===== src/rtl/rifl_tx_frame_sched.sv =====
// rifl_tx_frame_sched: transmit frame scheduler and MSB-first beat serialiser.
// Ports: clk/rst; s_data/s_valid/s_ready payload; ctrl_req/ctrl_code/ctrl_ack;
// remote_pause; sof/data_out beat stream; idle_forced pulse.
module rifl_tx_frame_sched #(
    parameter int FRAME_WIDTH = 256,
    parameter int DWIDTH      = 64,
    parameter int CRC_WIDTH   = 12,
    parameter int CTRL_WIDTH  = 8,
    parameter int IDLE_PERIOD = 1024
) (
    input  logic                            clk,
    input  logic                            rst,
    input  logic [FRAME_WIDTH-CRC_WIDTH-3:0] s_data,
    input  logic                            s_valid,
    output logic                            s_ready,
    input  logic                            ctrl_req,
    input  logic [CTRL_WIDTH-1:0]           ctrl_code,
    output logic                            ctrl_ack,
    input  logic                            remote_pause,
    output logic                            sof,
    output logic [DWIDTH-1:0]               data_out,
    output logic                            idle_forced
);
    localparam int BEATS = FRAME_WIDTH / DWIDTH;
    localparam int CW    = (BEATS > 1) ? $clog2(BEATS) : 1;
    localparam int RW    = (IDLE_PERIOD > 0) ? $clog2(IDLE_PERIOD + 1) : 1;
    localparam int CTRL_SHIFT = FRAME_WIDTH - 2 - CTRL_WIDTH;

    localparam logic [CW-1:0] LAST    = CW'(BEATS - 1);
    localparam logic [RW-1:0] RUN_MAX = RW'(IDLE_PERIOD);

    localparam logic [FRAME_WIDTH-1:0] HDR_DATA =
        {2'b01, {(FRAME_WIDTH-2){1'b0}}};
    localparam logic [FRAME_WIDTH-1:0] HDR_CTRL =
        {2'b10, {(FRAME_WIDTH-2){1'b0}}};

    typedef enum logic [1:0] {
        SEL_IDLE,
        SEL_FORCE,
        SEL_CTRL,
        SEL_DATA
    } sel_e;

    logic [CW-1:0]          cnt;
    logic [RW-1:0]          run;
    logic [FRAME_WIDTH-1:0] sreg;
    logic                   boundary;
    logic                   force_idle;
    sel_e                   sel;
    logic [FRAME_WIDTH-1:0] word;

    always_comb begin
        boundary   = (cnt == LAST);
        force_idle = boundary && (IDLE_PERIOD != 0) && (run == RUN_MAX);
        ctrl_ack   = boundary && ctrl_req && !force_idle;
        s_ready    = boundary && !force_idle && !ctrl_req && !remote_pause;

        sel = SEL_IDLE;
        if (force_idle)
            sel = SEL_FORCE;
        else if (ctrl_ack)
            sel = SEL_CTRL;
        else if (s_valid && s_ready)
            sel = SEL_DATA;

        word = '0;
        case (sel)
            SEL_CTRL: word = HDR_CTRL | (FRAME_WIDTH'(ctrl_code) << CTRL_SHIFT);
            SEL_DATA: word = HDR_DATA | (FRAME_WIDTH'(s_data) << CRC_WIDTH);
            default:  word = '0;
        endcase
    end

    // The shift register holds the whole frame width; its top DWIDTH
    // bits are always the next beat to go out.
    always_ff @(posedge clk or posedge rst) begin
        if (rst) begin
            cnt         <= LAST;
            sof         <= 1'b0;
            data_out    <= '0;
            idle_forced <= 1'b0;
            run         <= '0;
            sreg        <= '0;
        end else if (boundary) begin
            cnt         <= '0;
            sof         <= 1'b1;
            data_out    <= word[FRAME_WIDTH-1 -: DWIDTH];
            sreg        <= word << DWIDTH;
            idle_forced <= force_idle;
            case (sel)
                SEL_CTRL, SEL_DATA: begin
                    if (run != RUN_MAX)
                        run <= run + RW'(1);
                end
                default: run <= '0;
            endcase
        end else begin
            cnt         <= cnt + CW'(1);
            sof         <= 1'b0;
            data_out    <= sreg[FRAME_WIDTH-1 -: DWIDTH];
            sreg        <= sreg << DWIDTH;
            idle_forced <= 1'b0;
        end
    end

endmodule


===== config.mk =====
export PLATFORM = sky130hd
export DESIGN_NAME = rifl_tx_frame_sched
export DESIGN_NICKNAME = d
export VERILOG_FILES = /design/src/rtl/rifl_tx_frame_sched.sv
export SDC_FILE = /design/constraint.sdc
export NUM_CORES = 1
export LEC_CHECK = 0
export BUFFER_PORTS_ARGS = -buffer_cell sky130_fd_sc_hd__buf_2
export CAP_MARGIN = 5
export CORE_AREA = 2 2 156 158
export DETAILED_ROUTE_END_ITERATION = 10
export DIE_AREA = 0 0 158 160
export HOLD_SLACK_MARGIN = 0.15
export PLACE_DENSITY = 0.68
export SYNTH_ARGS = -nofsm -noshare
export SYNTH_HDL_FRONTEND = slang
export SYNTH_SLANG_ARGS = --single-unit

===== constraint.sdc =====
create_clock -name clk -period 8.8 [get_ports clk]
set_input_delay 1.76 -clock clk [delete_from_list [all_inputs] [get_ports clk]]
set_output_delay 1.76 -clock clk [all_outputs]
set_load 0.05 [all_outputs]

# After elaboration in Yosys (flattened, before gate mapping)
# Index checks and enable logic that the tools add are counted.
[op_classes] n_addsub=2 n_eq_ne=6 mux=11 n_reduce_logical=12
[op_table] operator="case mux 256 bit (2 select lines)" count=1
[op_table] operator="2-to-1 mux 256 bit" count=1
[op_table] operator="2-to-1 mux 64 bit" count=1
[op_table] operator="2-to-1 mux 11 bit" count=2
[op_table] operator="adder 11 x 1 -> 11 bit, second input constant" count=1
[op_table] operator="== test 11 bit, second input constant" count=1
[op_table] operator="inequality test 11 bit, second input constant" count=1
[op_table] operator="2-to-1 mux 2 bit" count=4
[op_table] operator="logical AND 1 bit" count=7
[op_table] operator="== test 2 bit, second input constant" count=3
[op_table] operator="logical NOT 1 bit" count=3
[op_table] operator="adder 2 x 1 -> 2 bit, second input constant" count=1
[op_table] operator="2-to-1 mux 1 bit" count=2
[op_table] operator="inequality test 2 bit, second input constant" count=1
[op_table] operator="AND reduction 2 bit" count=1
[op_table] operator="OR reduction 2 bit" count=1
[word_totals] ff_bits=335 output_inout_bits=68 wordCells=37

# Longest topological paths before layout
[logic_depth] word_depth=14 ltp_mapped=8 depth_no_buf=5

# Worst setup path before layout
# OpenSTA, ideal clock, no wires.
[synth_path] kind="input to output" startpoint="input port ctrl_req" endpoint="output port s_ready" t_arrival_ps=2857 t_required_ps=7040 setup_slack_ps=4183 stages=1 path_buffers=0 cell_sequence="nor3_1"
[synth_between] elab_chain_len=3
[synth_lines] item="start: declaration" line_no="16" text="input logic ctrl_req,"
[synth_lines] item="logical NOT 1 bit" line_no="56" text="s_ready = boundary && !force_idle && !ctrl_req && !remote_pause;"
[synth_lines] item="logical AND 1 bit (2 in series)" line_no="56"
[synth_lines] item="end: declaration" line_no="15" text="output logic s_ready,"
# No other way between the ends.

# Worst setup path in the final report
[layout_path] startpoint="input port ctrl_req" endpoint="output port ctrl_ack"
[layout_between] elab_chain_len=2
[layout_lines] item="logical AND 1 bit (2 in series)" line_no="55" text="ctrl_ack = boundary && ctrl_req && !force_idle;"
[layout_lines] item="end: declaration" line_no="18" text="output logic ctrl_ack,"
# No other way between the ends.

==> results by stage <==
Timing:
- Measured against its own limit, the worst slew margin works out to 33.3%.
- Setup repair after global routing left no endpoint under its margin.
- The final max-slew violation count came to 0.
- The final critical path takes up 50.3% of the cycle.
- After routing, the total negative slack on setup checks comes to 0 ns.
- The clock arrives with 0.0108 ns of skew.
- The number of hold violations in the final report came to 0.
- The achievable frequency is 226 MHz.
- Setup violations remaining at the end of the flow were counted as 0.
- The hold slack is 0.453 ns.
- The smallest clock period supported by the final layout is computed as 4.42 ns.
- At the pin with the least slew margin, the transition time is 1.00 ns.

Place:
- Detailed placement finished with a half-perimeter wire length of 14700 µm.
- The global placer's final weighted congestion is 0.809.
- Including well taps, the total number of placed cells is 1220.
- Input and output buffers added on the ports amount to 322.

Synth:
- Summed over all instances, the cell type with the most area after synthesis is dfrtp_1.
- The mapped netlist covers 9240 µm².
- Synthesis instantiated 34 different standard cells from the library.
- The number of synthesized register bits is 259.
- The area share of the largest cell type after synthesis is 69.6%.
- After synthesis, the cell types taking the most area are dfrtp_1 (70%), a22o_1 (16%), and2_1 (4.3%), buf_6 (2.2%), clkbuf_1 (1.1%).
- The number of instances in the synthesized netlist is 620.
- Yosys printed 0 warnings.
- The total nets after synthesis is 878.
- The mean post-synth cell area is 14.9 µm².
- The sequential cell area fraction in the yosys report is 70.1%.

Route:
- The total number of vias is 6183.
- In this run the remaining antenna-violating nets after routing total 0.
- The count of unresolved DRC violations after routing is 0.
- The detailed router finished its first iteration with 454 violations.
- The post-detailed-routing wire length is 21600 µm.
- The count of TritonRoute iterations in the first routing pass is 4.
- After detailed routing, the average wire length per cell comes to 17.0 µm.
- In the routed layout, each cell is associated on average with a via count of 4.86.

Clock network:
- The clock passes through at most 3 buffers.
- The CTS buffer count is 27.
- The buffers inserted during post-CTS setup optimization is 0.
- The clock transition at the registers of the reported paths is 0.06 ns.
- The quantity of gates resized following cts is 0.
- For the worst-skew pair, the clock arrives at the later sink with an insertion delay of 0.51 ns.
- The total of hold buffers inserted after clock tree synthesis is 0.
- The sink count of the clock tree is 259.
- The H-tree level count is 1.
- The TritonCTS clock tree is done.
- The buffer cell driving the clock tree root is clkbuf_16.

Setup path:
- The startpoint type of the worst setup path is an input port.
- The critical-path maximum fanout is 10.
- STA puts the critical path data arrival time at 2.66 ns.
- At the worst endpoint, the required time is 7.04 ns.
- The endpoint class of the critical path is an output port.
- The critical setup path kind is in -> out.

Final layout:
- Counting the fill cells in the layout gives 2129.
- Once layout is complete, the cells apart from fillers number 1271.
- The leading cell type in the layout, fill and taps excluded is buf_2.
- The utilization of the core after routing is 49.9%.
- Across the whole layout, storage elements account for 6480 µm².
- The layout cell share with drive strength beyond 1 is 39.9%.
- In the layout the commonest cells are buf_2 (322), dfrtp_1 (257), a22o_1 (170).
- In the final layout, the multi-input gates occupy 2410 µm².
- In the final design database the tool counted 1183 nets.
- The area growth from synthesis to layout is 28.5%.

Pwr:
- The clock group share of total power is 44.8%.
- The analysis attributes to cell leakage a power of 6.37 nW.
- Cell internal power was estimated by the tool at 1.95 mW.
- The analysis attributes to net switching a power of 0.529 mW.
- Overall power consumption after layout is estimated at 2.47 mW.
- Dividing total power by cell area gives a power density of 208 nW/µm².
- VDD sags by at most 0.000119 V.
- The switching share of power is 21.4%.
- Of the total power, registers draw 49.5%.
- Combinational cells account for 5.7% of the total power.

Global route:
- Entering global routing, the biggest net connects 158 pins.
- The number of antenna violations at the first check in global routing came to 5.
- The first global-routing pass estimated 33200 µm of wire.
- In the global route stage, overall resource usage came out at 16.7%.
- For this run the aggregate overflow at the end of global routing stands at 0.
- The via count of the first global-routing pass came to 6239.

Floorplan:
- The floorplan step set the die height to 160 µm.
- The effective utilization at floorplan is 38.8%.
- The area enclosed by the die boundary is 25300 µm².
- Pin placement for this block handled 323 I/O pins.
- The floorplan step defined a core boundary enclosing 23800 µm².
- The initialized floorplan defines 57 standard-cell rows.
- From left edge to right edge, the die measures 158 µm.

Status:
- The flow ran to the end, and the final reports show no timing, DRC or antenna violations.

Job:
- Max-cap violations in this run came to 0.

Worst hold path:
- The classification of the worst-slack hold path is reg -> reg.
==> area by class of cell <==
cell class	instances	area share [%]
flip-flops and latches	259	54.6
clock inverters	8	0.853
well taps	324	3.41
clock buffers	38	6.54
diodes	5	0.105
repair buffers	328	14.1
multi-input cells	305	20.3
inverters	4	0.179
==> power by group through the flow <==
| stage | combinational (mW) | clock [mW] | sequential [mW] |
|---|---|---|---|
| finish | 0.141 | 1.11 | 1.22 |
| global route | 0.156 | 1.19 | 1.23 |
| CTS | 0.145 | 1.14 | 1.22 |
| detailed placement | 0.144 | 0 | 1.25 |
| global placement | 0.142 | 0 | 1.25 |
| floorplan | 0.0412 | 0 | 1.27 |
==> cells in the mapped netlist <==
master and number:
o311a_1 1, nor3_1 1, or4_1 3, nor4bb_1 1, a221o_1 8, o22ai_1 2
buf_4 1, xor2_1 3, o31ai_1 3, a22oi_1 6, a21o_1 2, buf_6 18
or3_1 4, o31a_1 1, dfstp_2 2, nand2_1 4, nand3_1 2, buf_2 4
inv_1 4, dfrtp_1 257, nand4_1 5, a22o_1 170, clkbuf_1 27, a21oi_1 3
nor2b_1 9, ha_1 3, nor4_1 1, or2_2 1, nor2_1 1, o21ai_0 5
nand4bb_1 1, o32ai_2 1, buf_1 2, and2_1 64
==> path summary, 6_finish.rpt <==
| check | from | endpoint | slack, ns | cells after the start |
|---|---|---|---|---|
| worst max-delay path | ctrl_req | ctrl_ack | 4.38 | 3 |
| worst min-delay path | sreg[254] | data_out[62] | 0.45 | 1 |
| worst max register to register | cnt[0] | data_out[41] | 5.61 | 6 |
| worst min register to register | sreg[254] | data_out[62] | 0.45 | 1 |
| max in group asynchronous | rst | sreg[82] | 6.13 | 3 |
| min in group asynchronous | rst | sreg[251] | 1.36 | 2 |
==> state kept, by name, summed over array words and instances, names as in the netlist <==
signal	cells
cnt	2
data_out	64
idle_forced	1
run	11
sof	1
sreg	180
==> layer usage <==
layer  vias up  global-route usage, %  part of all wire, %
li1       2883                      -                    -
met5         -                      0                    0
met3        57                   3.69                  6.5
met2       205                   26.8                   48
met1      3038                   21.6                   41
met4         0                   7.82                  4.5
==> stage by stage <==
| stage | setup WS (ns) | cell area (µm²) |
|---|---|---|
| floorplan | 3.63 | 9250 |
| global placement | 4.42 | 11000 |
| detailed placement | 4.42 | 11000 |
| CTS | 4.41 | 11900 |
| global route | 4.36 | 11900 |
| finish | 4.38 | 11900 |
==> cells by family (layout without fill, tap and decap cells) <==
group	count (synthesis)	after routing	share of synthesized area, %
other	0	5	0
buffers and inverters	56	378	3.83
adders and majority gates	3	3	0.406
and+or+nand+nor	97	97	6.52
xor gates and xnor gates	3	3	0.284
AOI/OAI and AO/OA	202	202	18.8
DFF	259	259	70.1
==> critical path: stages <==
cell and delay [ns]:
buf_2 0.14, o311a_1 0.42, buf_2 0.34
Note: power is estimated with default switching activity, not from simulation.
